[src/rtl/reg_file_scanner.sv]
// reg_file_scanner: walks every entry of a 2^D x W single-port register file in
// address order. Dump mode streams entries out over valid/ready; restore mode
// writes an incoming stream back into the file.
// Optional feature macro: REG_FILE_SCANNER_RESTORE_EN enables the restore path.
// Without it every start performs a dump and the write-side outputs are tied to 0.
module reg_file_scanner #(
  parameter int unsigned W = 8,
  parameter int unsigned D = 4
) (
  input  logic         clk,
  input  logic         reset,
  input  logic         start,
  input  logic         mode,
  output logic         busy,
  output logic         done,
  output logic [D-1:0] rf_addr,
  output logic         rf_write_en,
  output logic [W-1:0] rf_wdata,
  input  logic [W-1:0] rf_rdata,
  output logic         out_valid,
  input  logic         out_ready,
  output logic [W-1:0] out_data,
  output logic [D-1:0] out_addr,
  input  logic         in_valid,
  output logic         in_ready,
  input  logic [W-1:0] in_data
);

  localparam logic [D-1:0] IdxLast = {D{1'b1}};
  localparam logic [D-1:0] IdxOne  = {{(D-1){1'b0}}, 1'b1};

  // The state itself carries the latched mode: StDump vs StRestore.
  typedef enum logic [1:0] {
    StIdle    = 2'd0,
    StDump    = 2'd1,
`ifdef REG_FILE_SCANNER_RESTORE_EN
    StRestore = 2'd2,
`endif
    StDone    = 2'd3
  } state_e;

  state_e       state;
  logic [D-1:0] idx;

`ifdef REG_FILE_SCANNER_RESTORE_EN
  logic in_ready_q;
`else
  // Inputs that only feed the restore path when it is built in.
  logic unused_restore_inputs;
  assign unused_restore_inputs = ^{mode, in_valid, in_data};
`endif

  // Scan sequencer: state, entry index and registered status/handshake flags.
  always_ff @(posedge clk or posedge reset) begin
    if (reset) begin
      state     <= StIdle;
      idx       <= '0;
      busy      <= 1'b0;
      done      <= 1'b0;
      out_valid <= 1'b0;
`ifdef REG_FILE_SCANNER_RESTORE_EN
      in_ready_q <= 1'b0;
`endif
    end else begin
      done <= 1'b0;
      unique case (state)
        StIdle: begin
          idx <= '0;
          if (start) begin
            busy <= 1'b1;
`ifdef REG_FILE_SCANNER_RESTORE_EN
            if (mode) begin
              state      <= StRestore;
              in_ready_q <= 1'b1;
            end else
`endif
            begin
              state     <= StDump;
              out_valid <= 1'b1;
            end
          end
        end
        StDump: begin
          if (out_ready) begin
            if (idx == IdxLast) begin
              state     <= StDone;
              idx       <= '0;
              out_valid <= 1'b0;
              done      <= 1'b1;
            end else begin
              idx <= idx + IdxOne;
            end
          end
        end
`ifdef REG_FILE_SCANNER_RESTORE_EN
        StRestore: begin
          if (in_valid) begin
            if (idx == IdxLast) begin
              state      <= StDone;
              idx        <= '0;
              in_ready_q <= 1'b0;
              done       <= 1'b1;
            end else begin
              idx <= idx + IdxOne;
            end
          end
        end
`endif
        StDone: begin
          state <= StIdle;
          idx   <= '0;
          busy  <= 1'b0;
        end
        default: begin
          state     <= StIdle;
          idx       <= '0;
          busy      <= 1'b0;
          out_valid <= 1'b0;
`ifdef REG_FILE_SCANNER_RESTORE_EN
          in_ready_q <= 1'b0;
`endif
        end
      endcase
    end
  end

  // Data paths are combinational so a read or write lands on the current idx.
  always_comb begin
    rf_addr  = idx;
    out_data = out_valid ? rf_rdata : '0;
    out_addr = out_valid ? idx : '0;
`ifdef REG_FILE_SCANNER_RESTORE_EN
    in_ready    = in_ready_q;
    rf_write_en = in_ready_q & in_valid;
    rf_wdata    = in_ready_q ? in_data : '0;
`else
    in_ready    = 1'b0;
    rf_write_en = 1'b0;
    rf_wdata    = '0;
`endif
  end

endmodule
[config.mk]
export PLATFORM = sky130hd
export DESIGN_NAME = reg_file_scanner
export DESIGN_NICKNAME = d
export VERILOG_FILES = /design/src/rtl/reg_file_scanner.sv
export SDC_FILE = /design/constraint.sdc
export NUM_CORES = 1
export LEC_CHECK = 0
export BUFFER_PORTS_ARGS = -buffer_cell sky130_fd_sc_hd__buf_2
export CAP_MARGIN = 10
export CORE_MARGIN = 3
export CORE_UTILIZATION = 30
export DETAILED_ROUTE_END_ITERATION = 10
export PLACE_DENSITY = 0.67
export SYNTH_ARGS = -nofsm -noshare
export SYNTH_HDL_FRONTEND = slang
export SYNTH_SLANG_ARGS = --single-unit
[constraint.sdc]
create_clock -name clk -period 1.4 [get_ports clk]
set_input_delay 0.07 -clock clk [delete_from_list [all_inputs] [get_ports clk]]
set_output_delay 0.07 -clock clk [all_outputs]
set_load 0.1 [all_outputs]
==> results.json <==
{
  "die-height_um": 49.4,
  "clockBufferDepth": 2,
  "drt_wl_total_mm": 1.25,
  "critPathMaxStageDelay_ps": 480,
  "cp-start-kind": "flip-flop",
  "hold_depth": 3,
  "worst-path-buf-inv": 1,
  "first_iter_violations": 3,
  "ant_nets": 0,
  "synthToLayoutAreaGrowth_pct": 67.5,
  "crit_required_ps": 1330,
  "cts_tree": "built",
  "cts_resized": 0,
  "die_area_um2": 2440,
  "place.gp.congestion": 0.660,
  "dpl.cell_count": 114,
  "r2r_slack_ps": 230,
  "hp-class": "in -> reg",
  "via_per_inst": 4.18,
  "seq_area_frac_synth": 0.398,
  "cts_inserted_buffers": 3,
  "antenna_found_initial": 0,
  "synth_area_per_cell_um2": 9.12,
  "multi_input_area_um2": 304,
  "syn-instance-count": 62,
  "reg2reg_depth": 4,
  "critPathKind": "reg -> out",
  "critPathSlowestCell": "dfrtp_2",
  "critPathMaxFanout": 14,
  "grt_overflow": 0,
  "ys_warn_count": 0,
  "vias": 498,
  "end_kind": "output pin",
  "io_buffer_count": 30,
  "clk_pin_slew_worst_paths_ps": 60,
  "io_pins": 51,
  "hold_violations": 0,
  "post-dp-hpwl_mm": 1.06,
  "setup_viol": 0,
  "num_antenna_cells": 0,
  "clock_skew_ps": 0.278,
  "clock_latency_ps": 270,
  "syn_area_um2": 566,
  "status": "complete, no violations",
  "clock_sinks": 9,
  "post-place-ws_ps": 242,
  "period_minus_slack_ps": 1290,
  "critPathArrivalTime_ps": 1220,
  "rows": 15,
  "gr-usage-all-layers": 0.111,
  "grt_pass1_vias": 464,
  "rsz0062_at_grt": "false",
  "finalMaxSlewViolations": 0,
  "grt_max_degree": 15,
  "root_buffer": "clkbuf_4",
  "initial_utilization": 0.324,
  "nNetsFinal": 118,
  "drc_errors": 0,
  "cts.htree.levels": 1,
  "wl_per_cell_um": 10.5,
  "path_cells": "buf_2",
  "die_w_um": 49.4,
  "timing.fmax_ghz": 0.778,
  "crit_family": "flip-flops",
  "post_cts_buffers": 0,
  "drt_pre_antenna_iters": 4,
  "coreArea_um2": 1750,
  "drive_gt1_frac": 0.585,
  "finish.utilization": 0.543,
  "final_cells": 119,
  "ys_ff_latch": 9,
  "fin_ws_ps": 115,
  "synthDistinctLibCells": 22,
  "period_share": 0.918,
  "path_depth": 1,
  "seq_area_um2": 236,
  "fill_cells": 155,
  "maxCapViolations": 0,
  "grt_pass1_wl_mm": 2.01
}
==> per-layer routing <==
layer,track usage,up-vias,wire length (µm)
li1,-,239,-
met1,0.111,219,470
met2,0.190,35,588
met3,0.0245,5,137
met4,0.0968,0,48
met5,0,-,0
==> sequential cells by signal, summed over array words and instances, names as in the netlist <==
register / flops
rf_addr: 4
busy: 1
done: 1
state: 2
out_valid: 1
==> synthesized netlist by cell type (all sizes together) <==
library cell   n  area [µm²]
and2          12        75.1
buf           12        87.6
nor2          10        40.0
dfrtp          9         225
a21oi          2        10.0
inv            2        7.51
nand2b         2        20.0
nand3          2        10.0
a41oi          1        8.76
conb           1        3.75
ha             1        12.5
mux2i          1        10.0
nand2          1        3.75
nand3b         1        7.51
nand4          1        12.5
nor2b          1        6.26
nor3           1        10.0
o22ai          1        6.26
xor2           1        8.76
==> area by class of cell <==
type / instances / area share
Timing Repair Buffer: 31 / 0.359
Tap cell: 25 / 0.0330
Multi-Input combinational cell: 48 / 0.321
Sequential cell: 9 / 0.250
Clock buffer: 3 / 0.0238
Clock inverter: 1 / 0.00528
Inverter: 2 / 0.00793
==> repair_timing <==
| item | CTS | global route |
|---|---|---|
| endpoints found under the hold margin | 9 | 0 |
| endpoints found under the setup margin | 0 | 0 |
| hold buffers | 1 | 0 |
==> cell families (layout without fill, tap and decap cells) <==
family                     Yosys count  in the layout  share of synthesized area
and+or+nand+nor                     31             31                      0.327
buffers and inverters               14             37                      0.168
DFF                                  9              9                      0.398
AOI/OAI and AO/OA                    4              4                     0.0443
adders and majority gates            1              1                     0.0221
other                                1             10                    0.00663
xor gates and xnor gates             1              1                     0.0155
muxes                                1              1                     0.0177
==> per-stage QoR <==
step                hold WS, ps  setup TNS, ps  area (µm²)
finish                     27.4              0         947
global placement           43.6              0         910
CTS                        26.8              0         947
detailed placement         46.8              0         910
global route               80.1              0         947
floorplan                  -102          -98.7         636
==> tightest hold or removal path: cells and delay by family <==
kind                   cells  cell delay (ps)
AND/OR/NAND/NOR            2              100
buffers and inverters      1               90
==> path summary, 6_finish.rpt <==
path	startpoint	to
worst max register to register	rf_addr[0]	rf_addr[2]
min in group asynchronous	reset	rf_addr[1]
max in group asynchronous	reset	rf_addr[0]
worst min register to register	state[1]	state[0]
worst min-delay path	start	state[0]
worst max-delay path	out_valid	out_valid
==> cells in the final DEF (no fill, tap or decap), types with 2 or more instances in the layout <==
cell type and count:
nand3_1 2, and2_2 4, a21oi_1 2, dfrtp_1 4, nor2_1 9, conb_1 10, dfrtp_2 3, buf_12 12
and2_4 8, inv_1 2, clkbuf_4 3, buf_2 18, dfrtp_4 2
Power is left out: the tool's default activity adds up to more than one toggle a clock period on the data nets, which glitch-free logic cannot reach.
